===== config.mk =====
export PLATFORM = sky130hd
export DESIGN_NAME = mem_port_arbiter
export DESIGN_NICKNAME = d
export VERILOG_FILES = /design/src/rtl/mem_port_arbiter_pkg.sv /design/src/rtl/mem_port_arbiter_lat_timer.sv /design/src/rtl/mem_port_arbiter.sv
export SDC_FILE = /design/constraint.sdc
export NUM_CORES = 1
export LEC_CHECK = 0
export CAP_MARGIN = 20
export CORE_UTILIZATION = 25
export DETAILED_ROUTE_END_ITERATION = 7
export PLACE_DENSITY = 0.82
export SETUP_SLACK_MARGIN = 0.02
export SLEW_MARGIN = 30
export SYNTH_ARGS = -nofsm -noshare
export SYNTH_HDL_FRONTEND = slang
export SYNTH_SLANG_ARGS = --single-unit

===== constraint.sdc =====
create_clock -name clk -period 2.3 [get_ports clk]
set_clock_uncertainty 0.05 [all_clocks]
set_input_delay 0.23 -clock clk [delete_from_list [all_inputs] [get_ports clk]]
set_output_delay 0.23 -clock clk [all_outputs]
set_load 0.03 [all_outputs]

===== src/rtl/mem_port_arbiter_pkg.sv =====
// Shared encodings for the unified instruction/data memory port arbiter.
// Access sizes, owner tags and arbiter FSM states.
package mem_port_arbiter_pkg;

  localparam logic [1:0] SIZE_B = 2'b00;
  localparam logic [1:0] SIZE_H = 2'b01;
  localparam logic [1:0] SIZE_W = 2'b10;

  typedef enum logic [1:0] {
    OWN_NONE = 2'd0,
    OWN_IF   = 2'd1,
    OWN_DM   = 2'd2
  } owner_e;

  typedef enum logic {
    ST_IDLE = 1'b0,
    ST_WAIT = 1'b1
  } state_e;

endpackage


===== src/rtl/mem_port_arbiter_lat_timer.sv =====
// Loadable down-counter timing the single outstanding memory access.
// o_done is a registered pulse exactly MEM_LAT cycles after the i_load cycle.
module mem_port_arbiter_lat_timer #(
  parameter int MEM_LAT = 1
) (
  input  logic clk,
  input  logic rst,
  input  logic i_load,
  output logic o_done
);

  localparam logic [1:0] LOAD_VAL = 2'(MEM_LAT - 1);

  logic [1:0] r_cnt;
  logic       r_done;

  // A new load in the done cycle restarts the count for the back-to-back access.
  always_ff @(posedge clk) begin
    if (rst) begin
      r_cnt  <= '0;
      r_done <= 1'b0;
    end else if (i_load) begin
      r_cnt  <= LOAD_VAL;
      r_done <= (MEM_LAT == 1);
    end else begin
      r_done <= (r_cnt == 2'd1);
      if (r_cnt != 2'd0) r_cnt <= r_cnt - 2'd1;
    end
  end

  assign o_done = r_done;

endmodule


===== src/rtl/mem_port_arbiter.sv =====
// Arbitrates one single-ported memory between instruction fetch and load/store,
// with data priority bounded by a fetch starvation limit and one access in flight.
module mem_port_arbiter
  import mem_port_arbiter_pkg::*;
#(
  parameter int ADDR_W     = 8,
  parameter int DATA_W     = 32,
  parameter int MEM_LAT    = 1,
  parameter int STARVE_MAX = 4
) (
  input  logic              clk,
  input  logic              rst,
  input  logic              if_req,
  input  logic [ADDR_W-1:0] if_addr,
  output logic              if_gnt,
  output logic              if_rvalid,
  output logic [DATA_W-1:0] if_rdata,
  input  logic              dm_req,
  input  logic              dm_we,
  input  logic [1:0]        dm_size,
  input  logic [ADDR_W-1:0] dm_addr,
  input  logic [DATA_W-1:0] dm_wdata,
  output logic              dm_gnt,
  output logic              dm_rvalid,
  output logic [DATA_W-1:0] dm_rdata,
  output logic              mem_en,
  output logic              mem_we,
  output logic [1:0]        mem_size,
  output logic [ADDR_W-1:0] mem_addr,
  output logic [DATA_W-1:0] mem_wdata,
  input  logic [DATA_W-1:0] mem_rdata
);

  localparam logic [3:0] STARVE_LIM = 4'(STARVE_MAX);

  state_e     r_state, w_state_nxt;
  owner_e     r_owner, w_owner_nxt;
  logic [3:0] r_starve, w_starve_nxt;
  logic       r_we;

  logic w_done, w_rv, w_can_issue, w_if_wins, w_if_gnt, w_dm_gnt, w_issue;

  // Issue is legal when idle or in the cycle the outstanding access returns.
  assign w_rv        = w_done && !rst;
  assign w_can_issue = !rst && ((r_state == ST_IDLE) || w_done);
  assign w_if_wins   = if_req && (!dm_req || (r_starve == STARVE_LIM));
  assign w_if_gnt    = w_can_issue && w_if_wins;
  assign w_dm_gnt    = w_can_issue && dm_req && !w_if_wins;
  assign w_issue     = w_if_gnt || w_dm_gnt;

  mem_port_arbiter_lat_timer #(
    .MEM_LAT(MEM_LAT)
  ) u_timer (
    .clk   (clk),
    .rst   (rst),
    .i_load(w_issue),
    .o_done(w_done)
  );

  always_ff @(posedge clk) begin
    if (rst) begin
      r_state  <= ST_IDLE;
      r_owner  <= OWN_NONE;
      r_starve <= '0;
    end else begin
      r_state  <= w_state_nxt;
      r_owner  <= w_owner_nxt;
      r_starve <= w_starve_nxt;
    end
  end

  always_ff @(posedge clk) begin
    if (w_issue) r_we <= w_dm_gnt && dm_we;
  end

  always_comb begin
    w_state_nxt  = r_state;
    w_owner_nxt  = r_owner;
    w_starve_nxt = r_starve;
    if (w_issue) begin
      w_state_nxt = ST_WAIT;
      w_owner_nxt = w_if_gnt ? OWN_IF : OWN_DM;
    end else if (w_done) begin
      w_state_nxt = ST_IDLE;
      w_owner_nxt = OWN_NONE;
    end
    if (w_if_gnt || !if_req) begin
      w_starve_nxt = '0;
    end else if (w_dm_gnt && (r_starve != STARVE_LIM)) begin
      w_starve_nxt = r_starve + 4'd1;
    end
  end

  always_comb begin
    if_gnt    = w_if_gnt;
    dm_gnt    = w_dm_gnt;
    mem_en    = w_issue;
    mem_we    = w_dm_gnt && dm_we;
    mem_size  = '0;
    mem_addr  = '0;
    mem_wdata = '0;
    if (w_if_gnt) begin
      mem_size = SIZE_W;
      mem_addr = if_addr;
    end else if (w_dm_gnt) begin
      mem_size = dm_size;
      mem_addr = dm_addr;
      if (dm_we) mem_wdata = dm_wdata;
    end
    if_rvalid = w_rv && (r_owner == OWN_IF);
    dm_rvalid = w_rv && (r_owner == OWN_DM);
    if_rdata  = if_rvalid ? mem_rdata : '0;
    dm_rdata  = (dm_rvalid && !r_we) ? mem_rdata : '0;
  end

endmodule

# Word level (Yosys, flattened, before mapping)
# Cells that the tools add are included.
# classes
eq_ne	5
mux	15
bitwise	1
reduce_logical	24
n_addsub	2
# op_table
cell	count
2-to-1 mux 32 bit	5
2-to-1 mux 8 bit	2
logical AND 1 bit	11
2-to-1 mux 2 bit	5
zero test 1 bit	5
adder 4 x 1 -> 4 bit (second input constant)	1
equality test 2 x 1 -> 1 bit (second input constant)	2
equality test 4 x 3 -> 1 bit (second input constant)	1
logical OR 1 bit	4
!= test 4 x 3 -> 1 bit (second input constant)	1
nonzero test 2 bit	2
OR reduction 2 bit	2
2-to-1 mux 1 bit	3
equality test 2 bit (second input constant)	1
subtractor 2 x 1 -> 2 bit (second input constant)	1
inverter 1 bit	1
# totals
reg_bits	11
in_bits	87
wordCells	53
output_inout_bits	112

# Logic depth before layout (Yosys ltp)
# logic_depth
ltp_word	7
mapped_depth	7
ltp_nobuf	6

# Hierarchy
# From an unflattened synthesis, not the netlist that was laid out.
# unflattened
hier_cells	208
hier_area_um2	1441.4
# by_module_without_submodules
mod	instances	area_each_um2	seq_area_each_um2	cells_per_inst
mem_port_arbiter	1	1306.3	170.2	195
mem_port_arbiter_lat_timer	1	135.1	60.1	13

# Worst setup path before layout
# OpenSTA, ideal clock, no wires.
# synth_timing
kind	register to output
start	register r_starve[0]
end	output mem_wdata[10]
path_stages_with_launch	7
arrival_ns	1.885
slack_ns	0.135
t_required_ns	2.020
n_path_buf	1
path_cell_list	dfxtp_1 -> inv_1 -> ha_1 -> and3b_1 -> a2111oi_4 -> buf_6 -> and3_1
# synth_between
elab_chain_cells	7
elab_cells_between_ends	8
classes_between	eq/ne: 1; mux: 2; reduce/logical: 5
# synth_lines
element	line_no	rtl
start: declaration	mem_port_arbiter.sv:38	logic [3:0] r_starve, w_starve_nxt;
start signal: assignment	mem_port_arbiter.sv:68	r_starve <= w_starve_nxt;
equality test 4 x 3 -> 1 bit	mem_port_arbiter.sv:46	assign w_if_wins = if_req && (!dm_req || (r_starve == STARVE_LIM));
logical OR 1 bit	mem_port_arbiter.sv:46	
logical AND 1 bit	mem_port_arbiter.sv:46	
zero test 1 bit	mem_port_arbiter.sv:48	assign w_dm_gnt = w_can_issue && dm_req && !w_if_wins;
logical AND 1 bit	mem_port_arbiter.sv:48	
via dm_gnt	mem_port_arbiter.sv:23	output logic dm_gnt,
2-to-1 mux 32 bit	mem_port_arbiter.sv:105	end else if (w_dm_gnt) begin
2-to-1 mux 32 bit	mem_port_arbiter.sv:102	if (w_if_gnt) begin
end: declaration	mem_port_arbiter.sv:30	output logic [DATA_W-1:0] mem_wdata,
# The timed path passes the listed nets, and every way through them passes these cells.

# Final worst setup path
# layout_timing
start	register r_starve[0]
end	output mem_wdata[26]
# layout_between
elab_chain_cells	7
elab_cells_between_ends	8
classes_between	eq/ne: 1; mux: 2; reduce/logical: 5
# layout_lines
element	line_no
equality test 4 x 3 -> 1 bit (*)	mem_port_arbiter.sv:46
logical OR 1 bit (*)	mem_port_arbiter.sv:46
logical AND 1 bit (*)	mem_port_arbiter.sv:46
zero test 1 bit	mem_port_arbiter.sv:48
logical AND 1 bit	mem_port_arbiter.sv:48
2-to-1 mux 32 bit	mem_port_arbiter.sv:105
2-to-1 mux 32 bit (*)	mem_port_arbiter.sv:102
# Mark *: on every way between the ends. The rest lies on a longest branch, timed or not.

==> reports/metrics.cfg <==
[yosys]
synth.ff_latch_count = 11
syn_area_sq_um = 1468
async_reset_ff_share_pct = 0
synth_warnings = 0
synthesis.area_per_instance_sq_um = 6.989
net_count_of_the_mapped_netlist = 301
post_synth_inst_count = 210
synth.lib_cells_used.distinct = 36
synth_enable_flop_cells = 1
yosysSeqAreaShare_pct = 15.69
synth-main-ff-cell = dfxtp_1

[global_route]
antenna_found_initial = 0
grt_max_degree = 34
globalRouteOverflowTotal = 0
global_route_wire_length_before_repair_um = 10230
grt_pass1_vias = 2152
grt_util_all_layers_pct = 20.41

[clock_tree]
cts_inserted_buffers = 3
cts_root_buffer = clkbuf_8
cts_htree_levels = 1
cts_tree = yes
cts_buffer_depth = 2
worst_skew_pair.late_latency_ns = 0.24
clk_pin_slew_worst_paths_ns = 0.05
clock_sink_count = 11

[power]
power.static_leakage_nw = 1.711
ir_worst_vdd_mv = 0.2872
power.density_cell_area_nw_per_um2 = 234.3

[place]
dp_hpwl_um = 5143
numPortBuffers = 198
gp_congestion = 0.8078
placedCellCount = 472

[die]
chipHeight_um = 78.62
pin_count = 199
core.rowCount = 27
die_x_um = 78.62
floorplan.initialDensity_pct = 26.33
coreArea_sq_um = 5574
design.die.area_sq_um = 6181

[finish]
area_growth_pct = 144.7
nNetsFinal = 502
share_of_layout_cells_above_drive_strength_1_pct = 39.76
fillerInstances = 471
layoutNonFillerInstCount = 482
antenna_cells = 0

[sta]
whs_ns = 0.4564
max_slew.worst_pin.slew_ns = 0.4175
finalHoldViolations = 0
rsz0062_at_grt = false
timing.final.crit_share_pct = 97.16
fmax_ghz = 0.4475
final-max-slew-violation-count = 0
worst_slew_margin_pct = 72.11
report.final.setup_viol = 0
setup_total_negative_slack_ns = 0
period_minus_slack_ns = 2.235

[drt]
ant_nets = 0
drt_iter0_drc = 80
routed_via_density = 4.573
routed-via-count = 2204
post-route-drc-count = 0
avgRoutedWirePerCell_um = 14.19
drt_first_pass_iters = 4
wirelength_um = 6839

[worst_setup_path]
end_kind = primary output
reg2regPathDepth = 7
crit-reg2reg-capture = r_we
reg2reg_slack_ns = 0.56
required_ns = 2.02
worstReg2RegStart = r_starve[0]
worstSetupStartpointType = flip-flop
crit_fanout = 9
arrival_ns = 1.95
timing.setup.critical_path_class = reg2out

[worst_hold_path]
hold_start = u_timer.o_done
holdPathStages = 1
holdPathEnd = r_owner[0]
hold_class = reg2reg

[run_status]
status = finished, final reports clean

[run]
drv_cap = 0

[worst max path at each step]
stage,from,endpoint,slack [ns],cells past startpoint
after floorplan,r_starve[0],mem_wdata[10],0.14,6
after global placement,rst,dm_rdata[5],0.17,6
after detailed placement,rst,dm_rdata[12],0.16,6
after CTS,r_starve[0],mem_wdata[22],0.008,8
after global routing,r_starve[0],mem_wdata[26],0.01,8
final,r_starve[0],mem_wdata[26],0.07,8
[power breakdown]
group	total [W]	internal (W)	switching [W]	leakage (nW)
combinational	0.000440	0.000245	0.000195	1.60
sequential	0.000207	0.000201	0.00000578	0.0928
clock	0.000195	0.000122	0.0000732	0.0228
total	0.000841	0.000568	0.000274	1.71
[metrics by stage]
| stage | instance area (sq um) | power [W] | setup slack [ns] | utilization (%) |
|---|---|---|---|---|
| global route | 3591 | 0.0008899 | 0.01153 | 64.42 |
| CTS | 3430 | 0.0008231 | 0.007618 | 61.53 |
| global placement | 3297 | 0.0006093 | 0.1704 | 59.15 |
| floorplan | 1468 | 0.0003787 | 0.1351 | - |
| detailed placement | 3297 | 0.0006138 | 0.1556 | 59.15 |
| finish | 3591 | 0.0008415 | 0.06521 | 64.42 |
[Yosys cell counts (all sizes together), types with 2 or more instances]
cell type | count | area share (%)
and2 | 66 | 28
and3 | 32 | 14
nand3 | 18 | 6.1
clkbuf | 12 | 3.8
nor2 | 11 | 3.0
dfxtp | 10 | 14
o21ai | 10 | 3.7
a21oi | 7 | 2.9
inv | 7 | 1.8
nand2 | 6 | 1.5
buf | 5 | 3.4
ha | 4 | 3.4
nor3 | 4 | 1.4
and4bb | 2 | 1.7
nor2b | 2 | 0.85
[placed cells by master (no fill, tap or decap), types with 6 or more instances in the layout]
cell type        count
buf_4               92
nand3_1             18
clkdlybuf4s50_1     86
nand2_1              6
nor2_1              10
and3_4              10
dfxtp_1              8
and2_1              64
buf_6               27
o21ai_0              9
and3_1              17
buf_12               6
[state kept, by name, summed over array words and instances (netlist names)]
name and count:
r_starve 4, r_owner 2, u_timer.r_cnt 2, r_state 1, r_we 1, u_timer.o_done 1
[logic make-up after synthesis]
logic type / count (synthesis) / synth area share (%)
adders and majority gates: 4 / 3.410
and+or+nand+nor: 148 / 60.79
buffers and inverters: 24 / 8.951
xor gates and xnor gates: 1 / 0.5969
DFF: 11 / 15.69
AOI/OAI and AO/OA: 22 / 10.57
[critical path: stages, from the launching register on]
cell	delay [ns]
dfxtp_2	0.33
inv_2	0.05
ha_4	0.15
and3b_2	0.21
a2111oi_4	0.30
buf_6	0.19
clkbuf_16	0.16
and3_1	0.19
buf_6	0.14
[cell type report]
cell class,instances,area [sq um],share of cell area [%]
tap,72,90.09,2.509
clock buffer,4,45.04,1.254
inverter,7,26.28,0.7317
timing repair buffer,213,2028,56.48
multi-input combinational,175,1169,32.54
sequential,11,232.7,6.481
[repair_timing]
action / 4_1_cts / 5_1_grt
pin swaps: 1 / 1
resized for setup: 13 / 32
buffers inserted: 3 / 1
cloned: 1 / 1
setup endpoints to repair: 34 / 34
hold endpoints to repair: 0 / 0
hold buffers: 0 / 0
[per-layer routing]
layer / share of wire (%) / global-route usage, % / routed length (um)
met5: 0 / 0 / 0
met4: 0.91 / 3.148 / 62
met3: 6.7 / 4.535 / 456
met2: 52 / 40.00 / 3577
met1: 40 / 22.28 / 2743
Note: power is estimated with default switching activity, not from simulation.
